$ cat src/rtl/zbt_bank_arb_pkg.sv
// rtl/zbt_bank_arb_pkg.sv - shared parameters and types for the ZBT bank arbiter
// Purpose: bank geometry, pipeline latency, FIFO depth and the write FIFO entry type.
// Ports: none (package).
package zbt_bank_arb_pkg;

  localparam int AW      = 19;               // ZBT address width
  localparam int DW      = 36;               // two 18-bit pixels
  localparam int DEPTH   = 8;                // write FIFO entries, power of two
  localparam int ZBT_LAT = 2;                // address-to-data latency on the bank pins
  localparam int CW      = $clog2(DEPTH) + 1; // occupancy counter width

  typedef struct packed {
    logic [AW-1:0] addr;
    logic [DW-1:0] data;
  } fifo_entry_t;

  // Per-cycle bank ownership decision.
  typedef enum logic [1:0] {
    GNT_IDLE  = 2'd0,
    GNT_READ  = 2'd1,
    GNT_WRITE = 2'd2
  } grant_e;

endpackage

$ cat src/rtl/zbt_bank_arb_if.sv
// rtl/zbt_bank_arb_if.sv - bus bundle between the arbiter, its clients and the ZBT bank
// Purpose: groups the write stream, display read stream, bank pins and status.
// Ports (slave = arbiter view):
//   in : wr_valid, wr_addr, wr_data, rd_req, rd_addr, mem_read_data
//   out: rd_data_valid, rd_data, mem_addr, mem_we, mem_write_data, fifo_count, fifo_overflow
interface zbt_bank_arb_if;
  import zbt_bank_arb_pkg::*;

  logic          wr_valid;
  logic [AW-1:0] wr_addr;
  logic [DW-1:0] wr_data;
  logic          rd_req;
  logic [AW-1:0] rd_addr;
  logic          rd_data_valid;
  logic [DW-1:0] rd_data;
  logic [AW-1:0] mem_addr;
  logic          mem_we;
  logic [DW-1:0] mem_write_data;
  logic [DW-1:0] mem_read_data;
  logic [CW-1:0] fifo_count;
  logic          fifo_overflow;

  modport slave (
    input  wr_valid, wr_addr, wr_data, rd_req, rd_addr, mem_read_data,
    output rd_data_valid, rd_data, mem_addr, mem_we, mem_write_data, fifo_count, fifo_overflow
  );

  modport master (
    output wr_valid, wr_addr, wr_data, rd_req, rd_addr, mem_read_data,
    input  rd_data_valid, rd_data, mem_addr, mem_we, mem_write_data, fifo_count, fifo_overflow
  );

endinterface

$ cat src/rtl/zbt_bank_arb_wr_fifo.sv
// rtl/zbt_bank_arb_wr_fifo.sv - synchronous write FIFO for processed pixel words
// Purpose: buffers {addr, data} entries until the bank has an idle cycle.
// Ports:
//   i_clk, i_reset     clock, synchronous active-high reset
//   i_push, i_entry    push request and entry
//   i_pop              pop request (ignored when empty)
//   o_head             entry at the head, valid when !o_empty
//   o_full, o_empty    occupancy flags
//   o_count            current occupancy
module zbt_wr_fifo
  import zbt_bank_arb_pkg::*;
#(
  parameter int DEPTH_P = 8
) (
  input  logic                         i_clk,
  input  logic                         i_reset,
  input  logic                         i_push,
  input  fifo_entry_t                  i_entry,
  input  logic                         i_pop,
  output fifo_entry_t                  o_head,
  output logic                         o_full,
  output logic                         o_empty,
  output logic [$clog2(DEPTH_P):0]     o_count
);

  localparam int PTR_W = $clog2(DEPTH_P);

  fifo_entry_t      r_mem [DEPTH_P];
  logic [PTR_W-1:0] r_wptr;
  logic [PTR_W-1:0] r_rptr;
  logic [PTR_W:0]   r_count;
  logic             w_do_push;
  logic             w_do_pop;

  assign o_full    = (r_count == (PTR_W+1)'(DEPTH_P));
  assign o_empty   = (r_count == '0);
  assign o_count   = r_count;
  assign o_head    = r_mem[r_rptr];
  assign w_do_pop  = i_pop && !o_empty;
  // A full FIFO still accepts a push when the head leaves in the same cycle.
  assign w_do_push = i_push && (!o_full || w_do_pop);

  always_ff @(posedge i_clk) begin
    if (!i_reset && w_do_push) begin
      r_mem[r_wptr] <= i_entry;
    end
  end

  always_ff @(posedge i_clk) begin
    if (i_reset) begin
      r_wptr  <= '0;
      r_rptr  <= '0;
      r_count <= '0;
    end else begin
      if (w_do_push) r_wptr <= r_wptr + PTR_W'(1);
      if (w_do_pop)  r_rptr <= r_rptr + PTR_W'(1);
      if (w_do_push && !w_do_pop)      r_count <= r_count + (PTR_W+1)'(1);
      else if (w_do_pop && !w_do_push) r_count <= r_count - (PTR_W+1)'(1);
    end
  end

endmodule

$ cat src/rtl/zbt_bank_arb.sv
// rtl/zbt_bank_arb.sv - single-port ZBT bank arbiter and pipeline sequencer
// Purpose: display reads win every cycle; buffered processed writes drain into
// idle bank cycles; write data and read returns are aligned to the ZBT pipeline.
// Ports:
//   i_clk, i_reset   clock, synchronous active-high reset
//   io_bus           slave side of zbt_bank_arb_if (streams, bank pins, status)
module zbt_bank_arb
  import zbt_bank_arb_pkg::*;
(
  input  logic                  i_clk,
  input  logic                  i_reset,
  zbt_bank_arb_if.slave         io_bus
);

  grant_e        w_grant;
  fifo_entry_t   w_in;
  fifo_entry_t   w_head;
  logic          w_full;
  logic          w_empty;
  logic          w_pop;
  logic [CW-1:0] w_count;

  logic [AW-1:0] r_mem_addr;
  logic          r_mem_we;
  // Stage 0 lines up with the address cycle; the last stage is the bank data beat.
  logic [DW-1:0] r_wd [ZBT_LAT+1];
  // Read tag: bit k set means a read address was on the pins k cycles ago.
  logic [ZBT_LAT:0] r_rv;
  logic          r_rd_valid;
  logic [DW-1:0] r_rd_data;
  logic          r_overflow;

  always_comb begin
    w_grant = GNT_IDLE;
    if (io_bus.rd_req)  w_grant = GNT_READ;
    else if (!w_empty)  w_grant = GNT_WRITE;
  end

  assign w_pop     = (w_grant == GNT_WRITE);
  assign w_in.addr = io_bus.wr_addr;
  assign w_in.data = io_bus.wr_data;

  zbt_wr_fifo #(.DEPTH_P(DEPTH)) u_wr_fifo (
    .i_clk   (i_clk),
    .i_reset (i_reset),
    .i_push  (io_bus.wr_valid),
    .i_entry (w_in),
    .i_pop   (w_pop),
    .o_head  (w_head),
    .o_full  (w_full),
    .o_empty (w_empty),
    .o_count (w_count)
  );

  always_ff @(posedge i_clk) begin
    if (i_reset) begin
      r_mem_addr <= '0;
      r_mem_we   <= 1'b0;
      for (int i = 0; i <= ZBT_LAT; i++) r_wd[i] <= '0;
      r_rv       <= '0;
      r_rd_valid <= 1'b0;
      r_rd_data  <= '0;
      r_overflow <= 1'b0;
    end else begin
      r_mem_we <= (w_grant == GNT_WRITE);
      // Address holds through idle cycles.
      if (w_grant == GNT_READ)       r_mem_addr <= io_bus.rd_addr;
      else if (w_grant == GNT_WRITE) r_mem_addr <= w_head.addr;

      if (w_pop) r_wd[0] <= w_head.data;
      for (int i = 1; i <= ZBT_LAT; i++) r_wd[i] <= r_wd[i-1];

      r_rv       <= {r_rv[ZBT_LAT-1:0], (w_grant == GNT_READ)};
      r_rd_valid <= r_rv[ZBT_LAT];
      if (r_rv[ZBT_LAT]) r_rd_data <= io_bus.mem_read_data;

      if (io_bus.wr_valid && w_full && !w_pop) r_overflow <= 1'b1;
    end
  end

  assign io_bus.mem_addr       = r_mem_addr;
  assign io_bus.mem_we         = r_mem_we;
  assign io_bus.mem_write_data = r_wd[ZBT_LAT];
  assign io_bus.rd_data_valid  = r_rd_valid;
  assign io_bus.rd_data        = r_rd_data;
  assign io_bus.fifo_count     = w_count;
  assign io_bus.fifo_overflow  = r_overflow;

endmodule

$ cat src/flat_wrapper.sv
// flat-port wrapper written by rule: the top's interface ports become plain ports
module zbt_bank_arb_flat import zbt_bank_arb_pkg::*;
  (i_clk, i_reset, io_bus_wr_valid, io_bus_wr_addr, io_bus_wr_data, io_bus_rd_req, io_bus_rd_addr, io_bus_mem_read_data, io_bus_rd_data_valid, io_bus_rd_data, io_bus_mem_addr, io_bus_mem_we, io_bus_mem_write_data, io_bus_fifo_count, io_bus_fifo_overflow);
  zbt_bank_arb_if io_bus_i ();
  input  logic i_clk;
  input  logic i_reset;
  input wire logic [$bits(io_bus_i.wr_valid)-1:0] io_bus_wr_valid;
  input wire logic [$bits(io_bus_i.wr_addr)-1:0] io_bus_wr_addr;
  input wire logic [$bits(io_bus_i.wr_data)-1:0] io_bus_wr_data;
  input wire logic [$bits(io_bus_i.rd_req)-1:0] io_bus_rd_req;
  input wire logic [$bits(io_bus_i.rd_addr)-1:0] io_bus_rd_addr;
  input wire logic [$bits(io_bus_i.mem_read_data)-1:0] io_bus_mem_read_data;
  output wire logic [$bits(io_bus_i.rd_data_valid)-1:0] io_bus_rd_data_valid;
  output wire logic [$bits(io_bus_i.rd_data)-1:0] io_bus_rd_data;
  output wire logic [$bits(io_bus_i.mem_addr)-1:0] io_bus_mem_addr;
  output wire logic [$bits(io_bus_i.mem_we)-1:0] io_bus_mem_we;
  output wire logic [$bits(io_bus_i.mem_write_data)-1:0] io_bus_mem_write_data;
  output wire logic [$bits(io_bus_i.fifo_count)-1:0] io_bus_fifo_count;
  output wire logic [$bits(io_bus_i.fifo_overflow)-1:0] io_bus_fifo_overflow;
  assign io_bus_i.wr_valid = io_bus_wr_valid;
  assign io_bus_i.wr_addr = io_bus_wr_addr;
  assign io_bus_i.wr_data = io_bus_wr_data;
  assign io_bus_i.rd_req = io_bus_rd_req;
  assign io_bus_i.rd_addr = io_bus_rd_addr;
  assign io_bus_i.mem_read_data = io_bus_mem_read_data;
  assign io_bus_rd_data_valid = io_bus_i.rd_data_valid;
  assign io_bus_rd_data = io_bus_i.rd_data;
  assign io_bus_mem_addr = io_bus_i.mem_addr;
  assign io_bus_mem_we = io_bus_i.mem_we;
  assign io_bus_mem_write_data = io_bus_i.mem_write_data;
  assign io_bus_fifo_count = io_bus_i.fifo_count;
  assign io_bus_fifo_overflow = io_bus_i.fifo_overflow;
  zbt_bank_arb u_core (.i_clk(i_clk), .i_reset(i_reset), .io_bus(io_bus_i));
endmodule
$ cat config.mk
export PLATFORM = sky130hd
export DESIGN_NAME = zbt_bank_arb_flat
export DESIGN_NICKNAME = d
export VERILOG_FILES = /design/src/rtl/zbt_bank_arb_pkg.sv /design/src/rtl/zbt_bank_arb_if.sv /design/src/rtl/zbt_bank_arb_wr_fifo.sv /design/src/rtl/zbt_bank_arb.sv /design/src/flat_wrapper.sv
export SDC_FILE = /design/constraint.sdc
export NUM_CORES = 1
export LEC_CHECK = 0
export ABC_AREA = 1
export CORE_UTILIZATION = 60
export DETAILED_ROUTE_END_ITERATION = 6
export GPL_TIMING_DRIVEN = 0
export PLACE_DENSITY = 0.82
export REMOVE_ABC_BUFFERS = 1
export SETUP_SLACK_MARGIN = 0.2
export SYNTH_ARGS = -nofsm -noshare
export SYNTH_HDL_FRONTEND = slang
export SYNTH_SLANG_ARGS = --single-unit
export TNS_END_PERCENT = 10
$ cat constraint.sdc
create_clock -name i_clk -period 12.05 [get_ports i_clk]
set_input_delay 2.41 -clock i_clk [delete_from_list [all_inputs] [get_ports i_clk]]
set_output_delay 2.41 -clock i_clk [all_outputs]
set_load 0.02 [all_outputs]
==> results.yml <==
outcome:
  outcome: "finished, final reports clean"
power:
  p_per_area_nw_per_um2: 193
  power_switching_share_pct: 29.3
  clock_power_share_pct: 32.3
  p_sw_mw: 1.65
  p_int_mw: 3.97
  comb_power_share_pct: 20.7
  p_leak_nw: 10.7
  peakVddDrop_mv: 0.184
  p_seq_share_pct: 47.0
grt:
  grt_pass1_vias: 15880
  grt_pass1_wl_um: 83600
  antenna_found_initial: 5
  grt.total_usage_pct: 26.6
  gr-total-overflow: 0
  grt_max_degree: 208
timing:
  rsz0062_at_grt: "false"
  hold_viol: 0
  finalSetupViolCount: 0
  slew_headroom_pct: 31.3
  finalMaxSlewViolations: 0
  tightest_slew_ns: 1.03
  holdWs_ns: 0.402
  fin_crit_sh_pct: 42.3
  min_period_ns: 5.10
  fin_worst_skew_ns: 0.0183
  fmax_mhz: 196
synthesis:
  synth_fa_ha_area_share_pct: 0.339
  synth_common_cells: "548 x edfxtp_1, 468 x nor2_1, 183 x o21ai_0"
  synthCells: 2027
  yosysMostFrequentCell: "edfxtp_1"
  synthFlopType: "edfxtp_1"
  avgSynthCellArea_um2: 12.0
  synth_top_area_share_pct: 67.6
  synth-xor-area-share_pct: 0.144
  synth_warnings: 0
  ys_async_sr_fraction_pct: 0
  synth_largest_area_cell: "edfxtp_1"
  ys_top_cells_by_area: "edfxtp_1 68%, nor2_1 7.2%, dfxtp_1 6.1%, o21ai_0 3.8%, inv_1 2.5%"
  synthMuxAreaShare_pct: 0
  yosysUniqueCellTypes: 30
  synth_edf_count: 548
  synth-seq-cells: 622
  ys_seq_area_share_pct: 73.7
  synthSimpleGateAreaFrac_pct: 11.2
  synth.cell_area_um2: 24300
  synth-compound-area-share_pct: 8.28
  synth_top_family_by_area: "simple AND/OR/NAND/NOR gates"
clock_tree:
  cts.htree.levels: 2
  post_cts_buffers: 0
  root_buffer: "clkbuf_16"
  hold_buffers: 0
  cts_resized: 0
  numClockSinks: 622
  clockBufferDepth: 3
  numCtsBuffers: 59
  cts_tree: "yes"
  insertion_delay_ns: 0.62
  cts.clk_slew.worst_paths_ns: 0.06
setup_path:
  critPathLaunchType: "primary input"
  path_class: "primary input to flip-flop"
  r2r_end: "u_core.u_wr_fifo.r_mem[0][6]$_DFFE_PP_"
  cp_max_fo: 14
  r2r-start: "u_core.u_wr_fifo.o_count[0]$_SDFFE_PP0P_"
  endpoint_kind: "flip-flop"
  worstRegToRegCells: 9
  crit_arrival_ns: 5.41
  r2r_setup_slack_ns: 9.08
  worst_ep_required_time_ns: 12.37
drt:
  via_per_inst: 5.65
  vias: 16040
  drc: 0
  antenna_left: 0
  drt_first_pass_iters: 6
  wl_per_cell_um: 19.3
  drt_iter0_markers: 1653
  wirelength_um: 54600
floorplan:
  die-width_um: 203
  ios: 212
  fp-row-count: 73
  start_util_pct: 61.1
  die_h_um: 203
  die_area_um2: 41400
  core_area_um2: 39800
placed_design:
  io_buffers: 211
  hpwl_um: 31800
  gp_congestion: 0.801
finish:
  regArea_um2: 17900
  fin_nets: 2381
  synthToLayoutAreaGrowth_pct: 19.5
  multi_input_area_um2: 5190
  fin_util_pct: 73.0
  nFillCells: 2564
  drive_above_1_share_pct: 6.45
hold_path:
  worstHoldStart: "u_core.r_rv[1]$_SDFF_PP0_"
  whs_path_depth: 2
  hold_path.class: "flip-flop to flip-flop"
  holdPathEnd: "u_core.r_rv[2]$_SDFF_PP0_"
run:
  maxCapViolCount: 0
cell families (layout without fill, tap and decap cells):
family	Yosys count	in the layout
buf+inv	316	529
compound gates	378	378
other cells	1	74
fa+ha+maj	6	6
simple gates	700	700
flops	622	622
xor+xnor	4	4
registers in the layout, summed over array words and instances (netlist names), named ones only:
| signal | cells |
|---|---|
| u_core.io_bus.mem_we | 1 |
| u_core.r_rv | 3 |
| u_core.io_bus.rd_data | 36 |
| u_core.io_bus.fifo_overflow | 1 |
| u_core.u_wr_fifo.r_rptr | 3 |
| u_core.io_bus.rd_data_valid | 1 |
| u_core.u_wr_fifo.r_mem | 440 |
| u_core.io_bus.mem_addr | 19 |
| u_core.u_wr_fifo.r_wptr | 3 |
| u_core.u_wr_fifo.o_count | 4 |
| u_core.r_wd | 108 |
layout make-up:
type / instances / share of cell area, %
inverters: 167 / 2.20
repair buffers: 251 / 9.46
well taps: 525 / 2.26
clock inverters: 34 / 1.15
flip-flops and latches: 622 / 61.7
multi-input cells: 1160 / 17.9
clock buffers: 77 / 5.34
diodes: 2 / 0.0172
worst max-delay path by stage:
stage / startpoint / to / depth (start not counted)
2_1_floorplan: i_reset / u_core.u_wr_fifo.r_mem[4][0]$_DFFE_PP_ / 3
3_3_place_gp: i_reset / u_core.u_wr_fifo.r_mem[6][0]$_DFFE_PP_ / 4
3_5_place_dp: io_bus_rd_req / u_core.u_wr_fifo.r_mem[1][33]$_DFFE_PP_ / 8
4_1_cts: io_bus_rd_req / u_core.u_wr_fifo.r_mem[1][5]$_DFFE_PP_ / 8
5_1_grt: io_bus_rd_req / u_core.u_wr_fifo.r_mem[1][5]$_DFFE_PP_ / 8
6_report: io_bus_rd_req / u_core.u_wr_fifo.r_mem[0][6]$_DFFE_PP_ / 9
per-layer routing:
layer | vias to the layer above | wire length (um) | track usage [%]
met2 | 805 | 27000 | 45.1
met3 | 132 | 5220 | 5.18
li1 | 7340 | - | -
met5 | - | 31 | 0
met4 | 4 | 1570 | 10.9
met1 | 7759 | 20800 | 33.7
layout by cell type (no fill, tap or decap), drive strengths merged, types with 72 or more instances in the layout:
cell type / count
clkbuf: 77
o21ai: 285
nand3: 80
edfxtp: 548
inv: 170
dfxtp: 74
clkdlybuf4s50: 210
nand2: 147
conb: 72
nor2: 468
metrics by stage:
step	area, um2	power (mW)	setup TNS [ns]	setup WS [ns]	instances
floorplan	23700	3.39	0	4.14	1949
global placement	26500	3.80	-1599.77	-5.10	2685
detailed placement	27200	3.82	0	6.34	2724
CTS	29000	5.62	0	6.99	2835
global route	29100	5.87	0	6.84	2838
finish	29100	5.61	0	6.95	2838
critical path, stage by stage:
cell	delay (ns)
clkdlybuf4s50_1	0.72
nand4_1	0.27
nand2_1	0.19
inv_1	0.17
nand2_1	0.19
nor3_2	0.78
buf_6	0.28
buf_6	0.20
buf_8	0.18
power by group through the flow:
stage	registers [mW]	logic [mW]	clock network, mW
2_1_floorplan	2.74	0.651	0
3_3_place_gp	2.77	1.03	0
3_5_place_dp	2.68	1.14	0
4_1_cts	2.64	1.15	1.83
5_1_grt	2.65	1.29	1.92
6_report	2.64	1.16	1.81
Note: power is estimated with default switching activity, not from simulation.
